`config.mk`:
```
export PLATFORM = sky130hd
export DESIGN_NAME = adder_ctrl
export DESIGN_NICKNAME = d
export VERILOG_FILES = /design/src/rtl/adder_ctrl_pkg.sv /design/src/rtl/adder_slice.sv /design/src/rtl/adder_ctrl.sv
export SDC_FILE = /design/constraint.sdc
export NUM_CORES = 1
export LEC_CHECK = 0
export ABC_AREA = 0
export BUFFER_PORTS_ARGS = -buffer_cell sky130_fd_sc_hd__buf_2
export CAP_MARGIN = 0
export CORE_MARGIN = 1.5
export CORE_UTILIZATION = 49
export CTS_CLUSTER_SIZE = 16
export DETAILED_ROUTE_END_ITERATION = 12
export GPL_ROUTABILITY_DRIVEN = 0
export GPL_TIMING_DRIVEN = 0
export PLACE_DENSITY = 0.8
export SYNTH_ARGS = -nofsm -noshare
export SYNTH_HDL_FRONTEND = slang
export SYNTH_SLANG_ARGS = --single-unit
```
`constraint.sdc`:
```
create_clock -name ACLK -period 2.85 [get_ports ACLK]
set_input_delay 0.1425 -clock ACLK [delete_from_list [all_inputs] [get_ports ACLK]]
set_output_delay 0.1425 -clock ACLK [all_outputs]
set_load 0.05 [all_outputs]
```
`src/rtl/adder_ctrl_pkg.sv`:
```
// Shared register map, bit positions, FSM state type and parameter checks
// for the adder_ctrl register bank.
package adder_ctrl_pkg;

    localparam logic [7:0] ADDR_CTRL   = 8'h00;
    localparam logic [7:0] ADDR_STATUS = 8'h04;
    localparam logic [7:0] ADDR_OP_A   = 8'h08;
    localparam logic [7:0] ADDR_OP_B   = 8'h0C;
    localparam logic [7:0] ADDR_RESULT = 8'h10;

    localparam int unsigned CTRL_START    = 0;
    localparam int unsigned CTRL_CLR_DONE = 1;
    localparam int unsigned CTRL_IRQ_EN   = 2;

    localparam int unsigned STAT_BUSY  = 0;
    localparam int unsigned STAT_DONE  = 1;
    localparam int unsigned STAT_CARRY = 2;

    typedef enum logic {
        st_idle = 1'b0,
        st_run  = 1'b1
    } state_t;

    function automatic bit chunk_w_legal(input int unsigned w);
        return (w == 1) || (w == 2) || (w == 4) || (w == 8) || (w == 16) || (w == 32);
    endfunction

endpackage

```
`src/rtl/adder_slice.sv`:
```
// Combinational W-bit ripple slice used by the iterative sequencer.
module adder_slice #(
    parameter int unsigned W = 8
) (
    input  logic [W-1:0] a,
    input  logic [W-1:0] b,
    input  logic         cin,
    output logic [W-1:0] s,
    output logic         cout
);

    logic [W:0] w_sum;

    assign w_sum   = {1'b0, a} + {1'b0, b} + {{W{1'b0}}, cin};
    assign s       = w_sum[W-1:0];
    assign cout    = w_sum[W];

endmodule

```
`src/rtl/adder_ctrl.sv`:
```
// Register bank and CHUNK_W-bit-per-cycle sequencer for the 32-bit adder IP,
// sitting behind the AXI4-Lite slave's register ports.
module adder_ctrl
    import adder_ctrl_pkg::*;
#(
    parameter int unsigned CHUNK_W = 8
) (
    input  logic        ACLK,
    input  logic        ARSTn,
    input  logic        i_en_amba_write,
    input  logic [31:0] i_data_wc,
    input  logic [31:0] i_addr_wc,
    input  logic [3:0]  i_strb,
    input  logic [31:0] i_addr_rc,
    output logic [31:0] o_data_rc,
    output logic        o_is_busy,
    output logic        o_done_irq
);

    if (!chunk_w_legal(CHUNK_W)) begin : g_chunk_w_illegal
        $error("adder_ctrl: CHUNK_W must be one of 1, 2, 4, 8, 16, 32");
    end

    localparam int unsigned N_STEPS = 32 / CHUNK_W;
    localparam int unsigned STEP_W  = (N_STEPS > 1) ? $clog2(N_STEPS) : 1;
    localparam logic [STEP_W-1:0] LAST_STEP = STEP_W'(N_STEPS - 1);

    state_t              r_state;
    logic [31:0]         r_op_a;
    logic [31:0]         r_op_b;
    logic [31:0]         r_result;
    logic                r_done;
    logic                r_carry;
    logic                r_irq_en;
    logic [STEP_W-1:0]   r_step;
    logic                r_cin;
    logic                r_busy;

    logic                w_wr_hit;
    logic [7:0]          w_wr_off;
    logic                w_wr_ctrl;
    logic                w_wr_op_a;
    logic                w_wr_op_b;
    logic                w_start;
    logic                w_clr_done;
    logic [31:0]         w_op_a_mrg;
    logic [31:0]         w_op_b_mrg;
    logic [4:0]          w_base;
    logic [CHUNK_W-1:0]  w_a_sl;
    logic [CHUNK_W-1:0]  w_b_sl;
    logic [CHUNK_W-1:0]  w_sum_sl;
    logic                w_cout;
    logic                w_unused;

    assign w_unused = &{1'b0, i_addr_wc[1:0], i_addr_rc[1:0]};

    always_comb begin
        w_wr_hit   = i_en_amba_write && (i_addr_wc[31:8] == '0);
        w_wr_off   = {i_addr_wc[7:2], 2'b00};
        w_wr_ctrl  = w_wr_hit && (w_wr_off == ADDR_CTRL) && i_strb[0];
        w_wr_op_a  = w_wr_hit && (w_wr_off == ADDR_OP_A);
        w_wr_op_b  = w_wr_hit && (w_wr_off == ADDR_OP_B);
        w_start    = w_wr_ctrl && i_data_wc[CTRL_START];
        w_clr_done = w_wr_ctrl && i_data_wc[CTRL_CLR_DONE];
        w_op_a_mrg = r_op_a;
        w_op_b_mrg = r_op_b;
        for (int unsigned i = 0; i < 4; i++) begin
            if (i_strb[i]) begin
                w_op_a_mrg[8*i +: 8] = i_data_wc[8*i +: 8];
                w_op_b_mrg[8*i +: 8] = i_data_wc[8*i +: 8];
            end
        end
    end

    always_comb begin
        w_base = 5'(r_step * CHUNK_W);
        w_a_sl = r_op_a[w_base +: CHUNK_W];
        w_b_sl = r_op_b[w_base +: CHUNK_W];
    end

    adder_slice #(.W(CHUNK_W)) u_slice (
        .a    (w_a_sl),
        .b    (w_b_sl),
        .cin  (r_cin),
        .s    (w_sum_sl),
        .cout (w_cout)
    );

    always_ff @(posedge ACLK or negedge ARSTn) begin
        if (!ARSTn) begin
            r_state  <= st_idle;
            r_op_a   <= '0;
            r_op_b   <= '0;
            r_result <= '0;
            r_done   <= 1'b0;
            r_carry  <= 1'b0;
            r_irq_en <= 1'b0;
            r_step   <= '0;
            r_cin    <= 1'b0;
            r_busy   <= 1'b0;
        end else begin
            if (w_wr_ctrl) begin
                r_irq_en <= i_data_wc[CTRL_IRQ_EN];
            end
            case (r_state)
                st_idle: begin
                    if (w_wr_op_a) r_op_a <= w_op_a_mrg;
                    if (w_wr_op_b) r_op_b <= w_op_b_mrg;
                    // START outranks CLR_DONE; both leave DONE/CARRY at 0 anyway.
                    if (w_start) begin
                        r_state  <= st_run;
                        r_busy   <= 1'b1;
                        r_step   <= '0;
                        r_cin    <= 1'b0;
                        r_done   <= 1'b0;
                        r_carry  <= 1'b0;
                        r_result <= '0;
                    end else if (w_clr_done) begin
                        r_done   <= 1'b0;
                        r_carry  <= 1'b0;
                    end
                end
                st_run: begin
                    r_result[w_base +: CHUNK_W] <= w_sum_sl;
                    r_cin  <= w_cout;
                    r_step <= r_step + 1'b1;
                    if (r_step == LAST_STEP) begin
                        r_state <= st_idle;
                        r_busy  <= 1'b0;
                        r_done  <= 1'b1;
                        r_carry <= w_cout;
                    end
                end
                default: r_state <= st_idle;
            endcase
        end
    end

    always_comb begin
        o_data_rc = '0;
        if (i_addr_rc[31:8] == '0) begin
            case ({i_addr_rc[7:2], 2'b00})
                ADDR_CTRL:   o_data_rc[CTRL_IRQ_EN] = r_irq_en;
                ADDR_STATUS: o_data_rc[2:0] = {r_carry, r_done, r_busy};
                ADDR_OP_A:   o_data_rc = r_op_a;
                ADDR_OP_B:   o_data_rc = r_op_b;
                ADDR_RESULT: o_data_rc = r_result;
                default:     o_data_rc = '0;
            endcase
        end
    end

    assign o_is_busy  = r_busy;
    assign o_done_irq = r_done & r_irq_en;

endmodule
```
# Word level (Yosys, flattened, before mapping)
# Cells that the tools add are included.
[totals]
regBits = 104
latch_bits = 0
ramBits = 0
romBits = 0
in_bits = 103
elab_cells = 80
mem_count = 0
[op_classes]
addsub = 4
mul = 0
n_div = 0
magnitude_cmp = 0
n_eq_ne = 10
n_shift = 4
mux = 23
bitwise_logic = 2
reduce_logical = 21
[ops]
columns = ["op", "n"]
rows = [
  ["$pmux W29 S3", 1],
  ["$mux W32", 2],
  ["$pmux W32 S2", 1],
  ["$shiftx A32 B6 Y8", 2],
  ["$logic_not A24 Y1", 2],
  ["$bwmux W32", 1],
  ["$shift A8 B7 Y32 const A", 1],
  ["$shiftx A8 B7 Y32", 1],
  ["$eq A6 B2 Y1 const B", 4],
  ["$reduce_and A3 Y1", 8],
  ["$logic_not A6 Y1", 2],
  ["$pmux W1 S2", 5],
  ["$add A8 B8 Y9", 1],
  ["$add A9 B1 Y9", 1],
  ["$mux W1", 9],
  ["$pmux W2 S4", 1],
  ["$logic_and A1 B1 Y1", 7],
  ["$neg A5 Y7", 1],
  ["$eq A6 B1 Y1 const B", 1],
  ["$eq A6 B3 Y1 const B", 1],
  ["$pmux W1 S5", 1],
  ["$pmux W2 S2", 1],
  ["$reduce_and A2 Y1", 2],
  ["$ne A3 B3 Y1 const B", 1],
  ["other kinds (7)", 7],
]

# Longest topological paths before layout
[depth]
word_depth = 8
mapped_depth = 10
ltp_nobuf = 9

# Hierarchy
# From an unflattened synthesis, not the netlist that was laid out.
[unflattened]
hier_cells = 466
hier_area_um2 = 5670.4
[modules_own_cells]
columns = ["mod", "n_inst", "cells_per_inst", "area_each_um2"]
rows = [
  ["adder_ctrl", 1, 428, 5357.6],
  ["adder_slice", 1, 38, 312.8],
]

# Least setup slack after synthesis
# OpenSTA, ideal clock, no wires.
[synth_path]
path_kind = "reg-to-reg"
from = "register r_step[0]"
to = "register r_result[22]"
setup_ns = 0.066
arrival_time_ns = 2.849
t_required_ns = 2.784
setup_slack_ns = -0.066
stages_incl_launch_ff = 10
period_less_slack_ns = 2.916
path_cell_list = "dfrtp_1 > buf_2 > buf_2 > mux4_2 > ha_1 > nor2b_1 > o31a_1 > o31a_1 > a21oi_1 > a22o_1"
[synth_via]
elab_chain_len = 6
word_cells_on_any_way = 9
cone_classes = "3 x add/sub; 4 x shift; 2 x mux"
[synth_lines]
columns = ["element", "line_no", "rtl"]
rows = [
  ["from (decl)", "adder_ctrl.sv:35", "logic [STEP_W-1:0] r_step;"],
  ["from (signal assigned)", "adder_ctrl.sv:126", "r_step <= r_step + 1'b1;"],
  ["$shiftx A32 B6 Y8, on equally long branches", "adder_ctrl.sv:77, adder_ctrl.sv:78", ""],
  ["$add A8 B8 Y9", "adder_slice.sv:14", "assign w_sum = {1'b0, a} + {1'b0, b} + {{W{1'b0}}, cin};"],
  ["$add A9 B1 Y9", "adder_slice.sv:14", ""],
  ["$shiftx A8 B7 Y32", "adder_ctrl.sv:124", "r_result[w_base +: CHUNK_W] <= w_sum_sl;"],
  ["$bwmux W32 (*)", "adder_ctrl.sv:124", ""],
  ["$pmux W32 S2 (*)", "adder_ctrl.sv:105", "case (r_state)"],
  ["to (signal, indexed assignment)", "adder_ctrl.sv:124", ""],
  ["to (decl)", "adder_ctrl.sv:31", "logic [31:0] r_result;"],
]
# Mark *: on every way between the ends. The rest lies on a longest branch, timed or not.
# A chain may end at the register's enable or synchronous reset.

# Worst setup path after layout
[layout_path]
from = "register r_step[0]"
to = "register r_result[30]"
# Same word-level chain as after synthesis.

==> results.sh <==
export IMPL_fmax_ghz=0.350
export IMPL_worst_slack_ns=-0.00867
export IMPL_min_period_ns=2.86
export IMPL_netlist_area_mm2=0.00578
export IMPL_cp_required_ns=3.13
export IMPL_setup_violations=1
export IMPL_diodes=0
export IMPL_cellLeakagePower_nw=3.51
export IMPL_viasPerCell=6.06
export IMPL_grt_antenna_before_repair=0
export IMPL_vias=4666
export IMPL_die_h_um=112
export IMPL_syn_inst=475
export IMPL_path_buf_inv=2
export IMPL_register_area_mm2=0.00260
export IMPL_numCtsBuffers=9
export IMPL_rows=39
export IMPL_coreArea_mm2=0.0115
export IMPL_path_delay_family="compound AO/OA/AOI/OAI gates"
export IMPL_synth_warnings=0
export IMPL_layoutNonFillerInstCount=770
export IMPL_finalWirelength_um=15900
export IMPL_cp_cell_sequence="buf_6 -> mux4_2 -> fa_2 -> inv_2 -> fa_2 -> nor2b_2 -> o31a_1 -> o31a_1 -> a21oi_2 -> a22o_1"
export IMPL_worstSetupEndpointType="flop"
export IMPL_violations="setup timing"
export IMPL_ys_seq_elements=104
export IMPL_fin_crit_sh_pct=100
export IMPL_dp_hpwl_um=12300
export IMPL_numPortBuffers=131
export IMPL_synth_edf_count=0
export IMPL_multi_input_comb_area_mm2=0.00304
export IMPL_initial_core_util_pct=50.4
export IMPL_avgSynthCellArea_um2=12.2
export IMPL_die_area_mm2=0.0125
export IMPL_clkSinkCount=104
export IMPL_grt_pass1_vias=4895
export IMPL_fillers=865
export IMPL_critPathSlowestCell="mux4_2"
export IMPL_p_per_area_mw_per_mm2=424
export IMPL_overflow=0
export IMPL_synth_distinct_cells=43
export IMPL_htree_levels=3
export IMPL_fin_skew_ns=0.00787
export IMPL_grt_max_degree=72
export IMPL_clkLatencyLatePin_ns=0.35
export IMPL_areaGrowthSynthToFinish_pct=22.5
export IMPL_async_flop_share_pct=100
export IMPL_cts_tree="built"
export IMPL_max_cap_violations=0
export IMPL_grt_pass1_wl_um=25500
export IMPL_drv_slew=0
export IMPL_hold_viol_final=0
export IMPL_nets=738
export IMPL_holdCritPathClass="input pin to flop"
export IMPL_cts_root_buf="clkbuf_16"
export IMPL_tightest_slew_ns=0.792
export IMPL_die_w_um=112
export IMPL_synth_ff_type="dfrtp_1"
export IMPL_clockBufferDepth=2
export IMPL_relSlewSlack_pct=47.0
export IMPL_drtPass1Iterations=5
export IMPL_drc=0
export IMPL_ir_drop_v=0.000248
export IMPL_wl_per_cell_um=20.7
export IMPL_dp_cells=750
export IMPL_rsz0062_at_grt="yes"
export IMPL_path_class="flop to flop"
export IMPL_crit_fanout=5
export IMPL_clkTransAtPathRegs_ns=0.07
export IMPL_ant_nets=0
export IMPL_seq_area_frac_synth_pct=45.0
export IMPL_postLayoutCoreUtil_pct=61.8
export IMPL_critical_path_arrival_ns=3.13
export IMPL_dr_first_iter_drc_count=421
export IMPL_max_stage_delay_ns=0.53
export IMPL_drive_gt1_share_pct=43.2
export IMPL_grt_use_total_pct=26.3
export IMPL_ioPinCount=137
export IMPL_synth_nets=591
export IMPL_status="complete, but fails checks"
export IMPL_start_kind="flop"
export IMPL_power_w=0.00301
## path summary, 6_finish.rpt
kind / slack [ns] / depth (start not counted) / startpoint / endpoint
setup / recovery: -0.009 / 10 / r_step[0] / r_result[30]
hold / removal: 0.03 / 2 / i_data_wc[11] / r_op_a[11]
setup reg to reg: -0.009 / 10 / r_step[0] / r_result[30]
hold reg to reg: 0.51 / 1 / r_result[6] / r_result[6]
max in group asynchronous: 1.84 / 3 / ARSTn / r_op_a[6]
min in group asynchronous: 0.29 / 2 / ARSTn / r_result[11]
## report_power, final
part	switching (W)	internal, W
registers	0.0000000000581	0.00147
logic	0.0000855	0.0000699
clock network	0.000551	0.000824
total	0.000636	0.00237
## through the flow
step           hold slack, ns  TNS [ns]  worst slack, ns  cell area, um^2
2_1_floorplan          -0.153         0           0.0223             5790
3_3_place_gp            0.371     -3.24           -0.326             6620
3_5_place_dp            0.131     -4.92           -0.434             6650
4_1_cts                0.0233   -0.0276          -0.0206             7060
5_1_grt                0.0310    -0.447          -0.0672             7080
6_report               0.0263  -0.00867         -0.00867             7080
## routing by layer
layer	share of wire [%]	wire [um]	GRT usage, %	vias to the layer above
li1	-	-	-	2100
met1	42	6720	34.9	2354
met2	49	7790	43.4	185
met3	6.9	1100	5.12	27
met4	1.9	310	9.11	0
met5	0	0	0	-
## cell type report
class	count	share of cell area, %
clock buffer	11	3.57
buffer	29	2.14
tap	143	2.53
timing repair buffer	137	10.2
sequential	104	36.8
multi-input combinational	330	43.0
clock inverter	5	1.20
inverter	11	0.583
## kinds of logic (layout without fill, tap and decap cells)
| logic type | after synthesis | count (layout) | share of synthesized area (%) |
|---|---|---|---|
| compound gates | 95 | 95 | 12.8 |
| xor+xnor | 5 | 5 | 0.757 |
| buf+inv | 41 | 193 | 3.16 |
| fa+ha+maj | 13 | 13 | 3.07 |
| simple gates | 104 | 104 | 9.91 |
| flops | 104 | 104 | 45.0 |
| mux | 113 | 113 | 25.3 |
## what timing repair did
action | CTS | global route
setup buffers | 4 | 0
pin swaps | 3 | 3
hold buffers | 1 | 0
endpoints found under the setup margin | 18 | 10
gates resized for setup | 12 | 3
endpoints found under the hold margin | 33 | 0
## cell usage after synthesis, types with 11 or more instances
cell type / n / area (um^2)
clkbuf_1: 15 / 56.3
mux4_2: 17 / 383
nor2_1: 46 / 173
inv_1: 11 / 41.3
a22o_1: 32 / 280
buf_2: 11 / 55.1
mux2_1: 33 / 372
dfrtp_1: 104 / 2600
a22oi_1: 31 / 233
ha_1: 11 / 138
mux2_2: 63 / 709
## sequential cells by signal, summed over array words and instances, names as in the netlist
name and count:
o_is_busy 1, r_carry 1, r_cin 1, r_done 1
r_irq_en 1, r_op_a 32, r_op_b 32, r_result 32
r_state 1, r_step 2
## cell usage in the layout (no fill, tap or decap), types with 3 or more instances in the layout
cell type  instances
buf_2            139
dfrtp_1          103
mux2_2            63
nor2_1            46
mux2_1            33
a22o_1            32
a22oi_1           31
mux4_2            17
clkbuf_1          13
inv_1             10
ha_1              10
nor4_1             9
nand2_1            9
and3_1             9
buf_4              9
clkbuf_16          9
nor3_1             6
nand3_1            5
a21oi_2            5
o21ai_0            5
a21oi_1            4
nor2b_1            3
nor4_2             3
o211ai_1           3
(Power assumes the default switching activity.)
